<file path="src/rtl/drive_mux_pkg.sv">
`default_nettype none
// ============================================================================
// Module   : drive_mux_pkg
// Purpose  : Shared constants, state encodings and width helpers for the
//            drive source mux and its frame counter. The default WIDTH/DEPTH
//            values are the same ones the pwm and silencer blocks use.
// Ports    : none (package)
// Revision : 1.0 - initial release
// ============================================================================
package drive_mux_pkg;

  // Defaults shared with the pwm / silencer datapath
  localparam int DEF_WIDTH   = 13;
  localparam int DEF_DEPTH   = 249;
  localparam int DEF_NUM_SRC = 4;
  localparam int DEF_IDX_W   = 16;
  localparam int STAT_W      = 16;

  // Source-mux state encoding; kept as plain 2-bit constants so older
  // tooling that consumes the state register keeps working.
  typedef logic [1:0] drive_state_t;
  localparam drive_state_t ST_RUN        = 2'd0;
  localparam drive_state_t ST_PENDING    = 2'd1;
  localparam drive_state_t ST_WAIT_START = 2'd2;
  localparam drive_state_t ST_HOLD       = 2'd3;

  // Select width for a given source count; never narrower than one bit.
  function automatic int sel_w(input int num_src);
    return (num_src > 1) ? $clog2(num_src) : 1;
  endfunction

  // Counter width needed to hold 0..depth-1; never narrower than one bit.
  function automatic int cnt_w(input int depth);
    return (depth > 1) ? $clog2(depth) : 1;
  endfunction

endpackage : drive_mux_pkg
`default_nettype wire

</file>
<file path="src/rtl/drive_source_mux_if.sv">
`default_nettype none
// ============================================================================
// Module   : drive_source_mux_if
// Purpose  : Bundle of request/control, per-source sample streams and the
//            selected output stream of the drive source mux.
// Ports    : (signals)
//   sel_req / sel_req_valid        requested source + one-cycle strobe
//   start_idx_en / start_idx       start-index gating for the next switch
//   finish_idx_en / finish_idx     finish-index gating for current source
//   din_valid, duty_in, phase_in,
//   stm_idx_in                     per-source sample streams
//   duty, phase, dout_valid        selected (and possibly gated) stream
//   cur_sel, switch_pending,
//   sel_err                        status
//   switch_cnt, gated_frames       statistics, only with DRIVE_MUX_STATS_EN
// Modports : slave  - the mux side
//            master - the side that feeds sources and consumes the output
// Config   : DRIVE_MUX_STATS_EN adds the statistics counters
// Revision : 1.0 - initial release
// ============================================================================
interface drive_source_mux_if
  import drive_mux_pkg::*;
#(
  parameter int WIDTH   = DEF_WIDTH,
  parameter int NUM_SRC = DEF_NUM_SRC,
  parameter int IDX_W   = DEF_IDX_W,
  parameter int SEL_W   = sel_w(NUM_SRC)
)();

  logic [SEL_W-1:0]                  sel_req;
  logic                              sel_req_valid;
  logic                              start_idx_en;
  logic [IDX_W-1:0]                  start_idx;
  logic                              finish_idx_en;
  logic [IDX_W-1:0]                  finish_idx;
  logic [NUM_SRC-1:0]                din_valid;
  logic [NUM_SRC-1:0][WIDTH-1:0]     duty_in;
  logic [NUM_SRC-1:0][WIDTH-1:0]     phase_in;
  logic [NUM_SRC-1:0][IDX_W-1:0]     stm_idx_in;

  logic [WIDTH-1:0]                  duty;
  logic [WIDTH-1:0]                  phase;
  logic                              dout_valid;
  logic [SEL_W-1:0]                  cur_sel;
  logic                              switch_pending;
  logic                              sel_err;

`ifdef DRIVE_MUX_STATS_EN
  logic [STAT_W-1:0]                 switch_cnt;
  logic [STAT_W-1:0]                 gated_frames;

  modport slave (
    input  sel_req, sel_req_valid, start_idx_en, start_idx,
           finish_idx_en, finish_idx, din_valid, duty_in, phase_in, stm_idx_in,
    output duty, phase, dout_valid, cur_sel, switch_pending, sel_err,
           switch_cnt, gated_frames
  );

  modport master (
    output sel_req, sel_req_valid, start_idx_en, start_idx,
           finish_idx_en, finish_idx, din_valid, duty_in, phase_in, stm_idx_in,
    input  duty, phase, dout_valid, cur_sel, switch_pending, sel_err,
           switch_cnt, gated_frames
  );
`else
  modport slave (
    input  sel_req, sel_req_valid, start_idx_en, start_idx,
           finish_idx_en, finish_idx, din_valid, duty_in, phase_in, stm_idx_in,
    output duty, phase, dout_valid, cur_sel, switch_pending, sel_err
  );

  modport master (
    output sel_req, sel_req_valid, start_idx_en, start_idx,
           finish_idx_en, finish_idx, din_valid, duty_in, phase_in, stm_idx_in,
    input  duty, phase, dout_valid, cur_sel, switch_pending, sel_err
  );
`endif

endinterface : drive_source_mux_if
`default_nettype wire

</file>
<file path="src/rtl/drive_frame_counter.sv">
`default_nettype none
// ============================================================================
// Module   : drive_frame_counter
// Purpose  : Counts sample strobes 0..DEPTH-1 and wraps; flags the first and
//            last sample position of the frame in progress.
// Ports    :
//   clk     in   clock
//   rst_n   in   synchronous active-low reset
//   clr     in   synchronous clear back to sample 0
//   strobe  in   sample strobe of the source being counted
//   first   out  next counted sample is sample 0 of a frame
//   last    out  next counted sample is sample DEPTH-1 of a frame
// Revision : 1.0 - initial release
// ============================================================================
module drive_frame_counter
  import drive_mux_pkg::*;
#(
  parameter int DEPTH = DEF_DEPTH
) (
  input  logic clk,
  input  logic rst_n,
  input  logic clr,
  input  logic strobe,
  output logic first,
  output logic last
);

  localparam int               CNT_W  = cnt_w(DEPTH);
  localparam logic [CNT_W-1:0] C_LAST = CNT_W'(DEPTH - 1);

  logic [CNT_W-1:0] r_count;

  always_ff @(posedge clk) begin
    if (!rst_n || clr) begin
      r_count <= '0;
    end else if (strobe) begin
      r_count <= (r_count == C_LAST) ? '0 : r_count + CNT_W'(1);
    end
  end

  assign first = (r_count == '0);
  assign last  = (r_count == C_LAST);

endmodule : drive_frame_counter
`default_nettype wire

</file>
<file path="src/rtl/drive_source_mux.sv">
`default_nettype none
// ============================================================================
// Module   : drive_source_mux
// Purpose  : Selects one of NUM_SRC drive sources (normal, focus STM, gain
//            STM, ...) and forwards its duty/phase stream with one cycle of
//            latency. Source changes only take effect on a frame boundary of
//            the current source, so downstream never sees a mixed frame.
//            Optional start-index gating holds duty at 0 on the new source
//            until its STM index reaches START_IDX; finish-index gating
//            blanks duty after the frame whose index equals FINISH_IDX.
// Ports    :
//   clk     in   clock, all logic on rising edge
//   rst_n   in   synchronous active-low reset
//   bus     slave modport of drive_source_mux_if (requests, per-source
//           streams, selected output stream and status)
// Config   : DRIVE_MUX_STATS_EN adds saturating switch_cnt / gated_frames
// Revision : 1.0 - initial release
// ============================================================================
module drive_source_mux
  import drive_mux_pkg::*;
#(
  parameter int WIDTH   = DEF_WIDTH,
  parameter int DEPTH   = DEF_DEPTH,
  parameter int NUM_SRC = DEF_NUM_SRC,
  parameter int IDX_W   = DEF_IDX_W,
  parameter int SEL_W   = sel_w(NUM_SRC)
) (
  input  logic              clk,
  input  logic              rst_n,
  drive_source_mux_if.slave bus
);

  localparam logic [SEL_W:0] C_NUM_SRC = (SEL_W + 1)'(NUM_SRC);

  drive_state_t     r_state;
  drive_state_t     w_state_nxt;
  logic [SEL_W-1:0] r_cur_sel;
  logic [SEL_W-1:0] r_tgt;
  logic [SEL_W-1:0] w_tgt_nxt;
  logic             r_pending;
  logic             w_pend_nxt;
  logic             r_req_sen;
  logic             w_sen_nxt;
  logic [IDX_W-1:0] r_req_sidx;
  logic [IDX_W-1:0] w_sidx_nxt;
  logic [IDX_W-1:0] r_act_sidx;
  logic [IDX_W-1:0] r_frame_idx;
  logic             r_gate;
  logic             r_sel_err;
  logic [WIDTH-1:0] r_duty;
  logic [WIDTH-1:0] r_phase;
  logic             r_dout_valid;

  logic             w_strobe;
  logic             w_first;
  logic             w_last;
  logic             w_boundary;
  logic             w_apply;
  logic             w_req_in_range;
  logic [IDX_W-1:0] w_cur_idx;
  logic             w_gate_new;
  logic             w_gate;

  // Only the selected source's strobe advances the frame.
  assign w_strobe   = bus.din_valid[r_cur_sel];
  assign w_boundary = w_strobe & w_last;

  drive_frame_counter #(
    .DEPTH (DEPTH)
  ) u_frame_cnt (
    .clk    (clk),
    .rst_n  (rst_n),
    .clr    (w_apply),
    .strobe (w_strobe),
    .first  (w_first),
    .last   (w_last)
  );

  // The frame's STM index is whatever arrives with sample 0; later samples
  // of the frame use the held copy.
  assign w_cur_idx = w_first ? bus.stm_idx_in[r_cur_sel] : r_frame_idx;

  assign w_req_in_range = ({1'b0, bus.sel_req} < C_NUM_SRC);

  // Request bookkeeping as it will stand after this cycle. Folding the
  // current request in here lets a request on the boundary cycle itself
  // take effect at that boundary.
  always_comb begin
    w_pend_nxt = r_pending;
    w_tgt_nxt  = r_tgt;
    w_sen_nxt  = r_req_sen;
    w_sidx_nxt = r_req_sidx;
    if (bus.sel_req_valid && w_req_in_range) begin
      if (bus.sel_req == r_cur_sel) begin
        // Re-selecting the active source drops any pending switch.
        w_pend_nxt = 1'b0;
      end else begin
        w_pend_nxt = 1'b1;
        w_tgt_nxt  = bus.sel_req;
        w_sen_nxt  = bus.start_idx_en;
        w_sidx_nxt = bus.start_idx;
      end
    end
  end

  assign w_apply = w_boundary & w_pend_nxt;

  // Gating decision for a frame is made on its sample 0 and held.
  always_comb begin
    w_gate_new = 1'b0;
    case (r_state)
      ST_WAIT_START: w_gate_new = (w_cur_idx != r_act_sidx);
      ST_HOLD:       w_gate_new = 1'b1;
      default:       w_gate_new = 1'b0;
    endcase
  end

  assign w_gate = w_first ? w_gate_new : r_gate;

  always_comb begin
    w_state_nxt = r_state;
    if (w_apply) begin
      // A pending switch wins over finish gating on the same boundary.
      w_state_nxt = w_sen_nxt ? ST_WAIT_START : ST_RUN;
    end else begin
      case (r_state)
        ST_RUN, ST_PENDING: begin
          w_state_nxt = ST_RUN;
          if (w_boundary && bus.finish_idx_en && (w_cur_idx == bus.finish_idx)) begin
            w_state_nxt = ST_HOLD;
          end
        end
        ST_WAIT_START: begin
          if (w_strobe && w_first && !w_gate_new) begin
            w_state_nxt = ST_RUN;
          end
        end
        ST_HOLD: begin
          if (w_boundary && !bus.finish_idx_en) begin
            w_state_nxt = ST_RUN;
          end
        end
        default: w_state_nxt = ST_RUN;
      endcase
      // PENDING marks a latched request while otherwise passing through;
      // in the gating states the request is tracked by r_pending alone.
      if (w_state_nxt == ST_RUN && w_pend_nxt) begin
        w_state_nxt = ST_PENDING;
      end
    end
  end

  always_ff @(posedge clk) begin
    if (!rst_n) begin
      r_state      <= ST_RUN;
      r_cur_sel    <= '0;
      r_tgt        <= '0;
      r_pending    <= 1'b0;
      r_req_sen    <= 1'b0;
      r_req_sidx   <= '0;
      r_act_sidx   <= '0;
      r_frame_idx  <= '0;
      r_gate       <= 1'b0;
      r_sel_err    <= 1'b0;
      r_duty       <= '0;
      r_phase      <= '0;
      r_dout_valid <= 1'b0;
    end else begin
      r_state    <= w_state_nxt;
      r_tgt      <= w_tgt_nxt;
      r_req_sen  <= w_sen_nxt;
      r_req_sidx <= w_sidx_nxt;
      r_sel_err  <= r_sel_err | (bus.sel_req_valid & ~w_req_in_range);

      if (w_apply) begin
        r_cur_sel  <= w_tgt_nxt;
        r_pending  <= 1'b0;
        r_act_sidx <= w_sidx_nxt;
      end else begin
        r_pending  <= w_pend_nxt;
      end

      r_dout_valid <= w_strobe;
      if (w_strobe) begin
        r_duty  <= w_gate ? '0 : bus.duty_in[r_cur_sel];
        r_phase <= bus.phase_in[r_cur_sel];
      end
      if (w_strobe && w_first) begin
        r_frame_idx <= bus.stm_idx_in[r_cur_sel];
        r_gate      <= w_gate_new;
      end
    end
  end

  assign bus.duty           = r_duty;
  assign bus.phase          = r_phase;
  assign bus.dout_valid     = r_dout_valid;
  assign bus.cur_sel        = r_cur_sel;
  assign bus.switch_pending = r_pending;
  assign bus.sel_err        = r_sel_err;

`ifdef DRIVE_MUX_STATS_EN
  logic [STAT_W-1:0] r_switch_cnt;
  logic [STAT_W-1:0] r_gated_frames;

  always_ff @(posedge clk) begin
    if (!rst_n) begin
      r_switch_cnt   <= '0;
      r_gated_frames <= '0;
    end else begin
      if (w_apply && (r_switch_cnt != '1)) begin
        r_switch_cnt <= r_switch_cnt + STAT_W'(1);
      end
      if (w_strobe && w_first && w_gate_new && (r_gated_frames != '1)) begin
        r_gated_frames <= r_gated_frames + STAT_W'(1);
      end
    end
  end

  assign bus.switch_cnt   = r_switch_cnt;
  assign bus.gated_frames = r_gated_frames;
`endif

endmodule : drive_source_mux
`default_nettype wire

</file>
<file path="src/flat_wrapper.sv">
// flat-port wrapper written by rule: the top's interface ports become plain ports
module drive_source_mux_flat import drive_mux_pkg::*;
#(
  parameter int WIDTH   = DEF_WIDTH,
  parameter int DEPTH   = DEF_DEPTH,
  parameter int NUM_SRC = DEF_NUM_SRC,
  parameter int IDX_W   = DEF_IDX_W,
  parameter int SEL_W   = sel_w(NUM_SRC)
)
  (clk, rst_n, bus_sel_req, bus_sel_req_valid, bus_start_idx_en, bus_start_idx, bus_finish_idx_en, bus_finish_idx, bus_din_valid, bus_duty_in, bus_phase_in, bus_stm_idx_in, bus_duty, bus_phase, bus_dout_valid, bus_cur_sel, bus_switch_pending, bus_sel_err);
  drive_source_mux_if #(.WIDTH(WIDTH), .NUM_SRC(NUM_SRC), .IDX_W(IDX_W), .SEL_W(SEL_W)) bus_i ();
  input  logic clk;
  input  logic rst_n;
  input wire logic [$bits(bus_i.sel_req)-1:0] bus_sel_req;
  input wire logic [$bits(bus_i.sel_req_valid)-1:0] bus_sel_req_valid;
  input wire logic [$bits(bus_i.start_idx_en)-1:0] bus_start_idx_en;
  input wire logic [$bits(bus_i.start_idx)-1:0] bus_start_idx;
  input wire logic [$bits(bus_i.finish_idx_en)-1:0] bus_finish_idx_en;
  input wire logic [$bits(bus_i.finish_idx)-1:0] bus_finish_idx;
  input wire logic [$bits(bus_i.din_valid)-1:0] bus_din_valid;
  input wire logic [$bits(bus_i.duty_in)-1:0] bus_duty_in;
  input wire logic [$bits(bus_i.phase_in)-1:0] bus_phase_in;
  input wire logic [$bits(bus_i.stm_idx_in)-1:0] bus_stm_idx_in;
  output wire logic [$bits(bus_i.duty)-1:0] bus_duty;
  output wire logic [$bits(bus_i.phase)-1:0] bus_phase;
  output wire logic [$bits(bus_i.dout_valid)-1:0] bus_dout_valid;
  output wire logic [$bits(bus_i.cur_sel)-1:0] bus_cur_sel;
  output wire logic [$bits(bus_i.switch_pending)-1:0] bus_switch_pending;
  output wire logic [$bits(bus_i.sel_err)-1:0] bus_sel_err;
  assign bus_i.sel_req = bus_sel_req;
  assign bus_i.sel_req_valid = bus_sel_req_valid;
  assign bus_i.start_idx_en = bus_start_idx_en;
  assign bus_i.start_idx = bus_start_idx;
  assign bus_i.finish_idx_en = bus_finish_idx_en;
  assign bus_i.finish_idx = bus_finish_idx;
  assign bus_i.din_valid = bus_din_valid;
  assign bus_i.duty_in = bus_duty_in;
  assign bus_i.phase_in = bus_phase_in;
  assign bus_i.stm_idx_in = bus_stm_idx_in;
  assign bus_duty = bus_i.duty;
  assign bus_phase = bus_i.phase;
  assign bus_dout_valid = bus_i.dout_valid;
  assign bus_cur_sel = bus_i.cur_sel;
  assign bus_switch_pending = bus_i.switch_pending;
  assign bus_sel_err = bus_i.sel_err;
  drive_source_mux #(.WIDTH(WIDTH), .DEPTH(DEPTH), .NUM_SRC(NUM_SRC), .IDX_W(IDX_W), .SEL_W(SEL_W)) u_core (.clk(clk), .rst_n(rst_n), .bus(bus_i));
endmodule
</file>
<file path="config.mk">
export PLATFORM = sky130hd
export DESIGN_NAME = drive_source_mux_flat
export DESIGN_NICKNAME = d
export VERILOG_FILES = /design/src/rtl/drive_mux_pkg.sv /design/src/rtl/drive_source_mux_if.sv /design/src/rtl/drive_frame_counter.sv /design/src/rtl/drive_source_mux.sv /design/src/flat_wrapper.sv
export SDC_FILE = /design/constraint.sdc
export NUM_CORES = 1
export LEC_CHECK = 0
export ABC_AREA = 0
export CAP_MARGIN = 25
export CORE_AREA = 2 2 120 122
export DETAILED_ROUTE_END_ITERATION = 10
export DIE_AREA = 0 0 122 124
export PLACE_DENSITY_LB_ADDON = 0.2
export SETUP_SLACK_MARGIN = 0.05
export SYNTH_ARGS = -nofsm -noshare
export SYNTH_HDL_FRONTEND = slang
export SYNTH_SLANG_ARGS = --single-unit
</file>
<file path="constraint.sdc">
create_clock -name clk -period 2.6 [get_ports clk]
set_input_delay 0.52 -clock clk [delete_from_list [all_inputs] [get_ports clk]]
set_output_delay 0.52 -clock clk [all_outputs]
set_load 0.02 [all_outputs]
</file>
==> flow_summary.toml <==
[final_layout]
drive_above_1_share = 0.186
antenna_cells_inserted = 0
fin_cells = 901
final_nets = 929
syn_to_final_growth_pct = 67.1

[run_status]
failed_checks = "negative setup slack"
outcome = "finished with violations"

[global_route]
grt.overflow.total = 0
grt_util_all_layers = 0.222
grt_max_degree = 31
grt_pass1_wl_mm = 25.4
antenna_found_initial = 0
grt_pass1_vias = 4761

[synth]
synth_top_family_by_area = "multiplexers"
synth_compound_area_frac = 0.0944
syn_area_um2 = 5020
synth.largest_area_cell = "dfxtp_1"
synth_xor_area_frac = 0.0799
netlist_instances = 442
synth-main-ff-cell = "dfxtp_1"
ys_warn_count = 0
synthArstFlopShare = 0
ys_seq_area_frac = 0.367
synthAdderAreaFrac = 0.00498
yosys.area_share.simple = 0.134
synth_edf_count = 0
syn_nets = 655
yosysTopAreaCellShare = 0.367
synth.avg_cell_area_um2 = 11.4
synth_mux_area_frac = 0.282
synthTopCellsByArea = "dfxtp_1, mux4_2, mux2i_1"
synth_cell_types = 49
ys_ff_latch = 92

[floorplanning]
rows = 43
io-pin-count = 242
coreArea_um2 = 13700
start_util = 0.366
dieHeight_um = 124
die_area_um2 = 15100
die_w_um = 122

[timing]
finalSetupTns_ns = -0.567
hold_viol_final = 0
fin_skew_ns = 0.0106
fin_crit_ns = 2.67
hold_slack_ns = 0.470
setup_viol = 13
worst_slack_ns = -0.0706
fmax_mhz = 374
rsz0062_at_grt = "true"
slew_viol_final = 0
fin_crit_sh = 1.03

[setup_path]
crit_fanout = 7
crit_arrival_ns = 2.92
slowest_delay_ns = 0.52
critical_path_buf_inv_count = 4
cp_slowest_cell = "mux4_2"
cpLargestDelayFamily = "buffers and inverters"
end_kind = "register"
cp-start-kind = "primary input"
startpoint = "bus_stm_idx_in[62]"
rr_worst_depth = 10
r2r_end = "u_core.bus.duty[11]$_SDFFE_PN0P_"
critPathKind = "primary input to register"
cp_cell_sequence = "clkdlybuf4s50_1, mux4_2, buf_4, nor4b_4, a211oi_1, or3_4, nand4bb_4, a311oi_4, buf_6, buf_12, a22o_1"
cp-endpoint = "u_core.bus.duty[11]$_SDFFE_PN0P_"
reg2reg_from = "u_core.bus.cur_sel[0]$_SDFFE_PN0P_"
cp.required_ns = 2.85
crit_cells = 11
r2r_slack_ns = -0.03

[route]
ant_nets = 0
routedWlPerCell_um = 18.7
vias = 4546
drt_iter0_drc = 206
wl_mm = 16.8
drcViolationCount = 0
via_per_inst = 5.05
dr.pass1.iters = 4

[clock_tree]
cts_made_buffers = 9
cts_hold_buf = 0
clock_path_buffers = 2
worstSkewPairLatency_ns = 0.35
cts.clk_slew.worst_paths_ns = 0.07
ctsRootBufferMaster = "clkbuf_16"
numClockSinks = 92
cts_tree = "done"
htreeDepth = 3

[hold_path]
hold_class = "register to register"

[placed_design]
gp_congestion = 0.902
io_buffers = 240
dp_cells = 875
hpwl_mm = 13.7

[pwr]
power.total_uw = 3680
power.leakage_uw = 0.00336
vdd_drop_max_uv = 548
power_density_nw_per_um2 = 438

[job]
drv_cap = 0
[power breakdown]
| group | switching (uW) | internal (uW) | leakage, uW |
|---|---|---|---|
| sequential | 38.2 | 1470 | 0.000755 |
| clock | 563 | 736 | 0.000148 |
| combinational | 311 | 555 | 0.00245 |
| total | 912 | 2770 | 0.00336 |
[per-layer routing]
metal / track usage / up-vias / part of all wire
li1: - / 2182 / -
met1: 0.276 / 2220 / 0.41
met2: 0.385 / 123 / 0.52
met3: 0.0458 / 21 / 0.055
met4: 0.0740 / 0 / 0.016
met5: 0 / - / 0
[metrics by stage]
step,cell area [um2],utilization,setup slack (ns)
2_1_floorplan,5030,-,0.0711
5_1_grt,8390,0.612,-0.125
4_1_cts,8270,0.603,-0.0517
3_3_place_gp,7850,0.572,-0.457
3_5_place_dp,7850,0.572,-0.467
6_report,8390,0.612,-0.0706
[how the worst min path moves through the flow]
stage / start / endpoint / slack [ns] / cells past startpoint
floorplan: u_core.r_gate$_SDFFE_PN0P_ / u_core.r_gate$_SDFFE_PN0P_ / 0.43 / 2
global placement: u_core.r_gate$_SDFFE_PN0P_ / u_core.r_gate$_SDFFE_PN0P_ / 0.44 / 2
detailed placement: u_core.r_gate$_SDFFE_PN0P_ / u_core.r_gate$_SDFFE_PN0P_ / 0.45 / 2
CTS: u_core.r_gate$_SDFFE_PN0P_ / u_core.r_gate$_SDFFE_PN0P_ / 0.45 / 2
global route: u_core.bus.duty[10]$_SDFFE_PN0P_ / u_core.bus.duty[10]$_SDFFE_PN0P_ / 0.50 / 1
finish: u_core.r_gate$_SDFFE_PN0P_ / u_core.r_gate$_SDFFE_PN0P_ / 0.47 / 2
[final cells by class]
class	instances	area (um2)
multi-input combinational	310	3100
tap	180	225
clock buffer	12	268
sequential	92	1850
clock inverter	4	31.3
fill	1159	5330
timing repair buffer	292	2880
inverter	11	41.3
[cell usage in the layout (no fill, tap or decap), types with 3 or more instances in the layout]
master / Yosys / final
clkinv_4: 0 / 3
clkbuf_16: 0 / 10
nor2b_1: 49 / 49
dfxtp_1: 92 / 90
dlygate4sd2_1: 0 / 14
a21boi_1: 5 / 5
mux2i_1: 45 / 45
xnor2_1: 35 / 30
xor2_1: 9 / 7
o22a_1: 18 / 18
xnor2_2: 1 / 6
dlymetal6s2s_1: 0 / 5
nor3_1: 4 / 4
a22o_1: 13 / 13
inv_1: 11 / 11
nand3_1: 7 / 7
nand2_1: 16 / 15
buf_4: 2 / 41
clkdlybuf4s50_1: 0 / 221
buf_6: 2 / 7
mux4_2: 43 / 43
nand4_1: 8 / 8
nor2_1: 16 / 16
a21oi_1: 6 / 5
o21ai_0: 3 / 3
[what timing repair did]
action | in CTS | in global routing
buffers inserted | 7 | 3
pin swaps | 6 | 7
cloned | 1 | 0
setup endpoints to repair | 51 | 38
resized for setup | 26 | 23
[flip-flops by register name (all words and copies together), names as in the netlist, 8 cells and up]
register	cells
u_core.bus.duty	13
u_core.bus.phase	13
u_core.r_act_sidx	16
u_core.r_frame_idx	16
u_core.r_req_sidx	16
u_core.u_frame_cnt.r_count	8
[synth_stat cells, types with 10 or more instances]
| library cell | count |
|---|---|
| mux2i_1 | 45 |
| clkbuf_1 | 13 |
| nand2_1 | 16 |
| mux4_2 | 43 |
| a22o_1 | 13 |
| nor2_1 | 16 |
| buf_2 | 10 |
| nor2b_1 | 49 |
| inv_1 | 11 |
| dfxtp_1 | 92 |
| o22a_1 | 18 |
| xnor2_1 | 35 |
[worst reg2reg max path, delay by kind of cell (launching register included)]
kind	cells	cell delay, ns
buf+inv	3	0.42
xor+xnor	1	0.14
flops	1	0.37
simple gates	3	0.75
compound gates	2	0.36
mux	1	0.56
[kinds of logic after synthesis]
group | Yosys count
other cells | 1
flops | 92
mux | 88
fa+ha+maj | 2
buf+inv | 40
xor+xnor | 45
compound gates | 58
simple gates | 116
No activity file was read; power rests on OpenSTA's default activity.
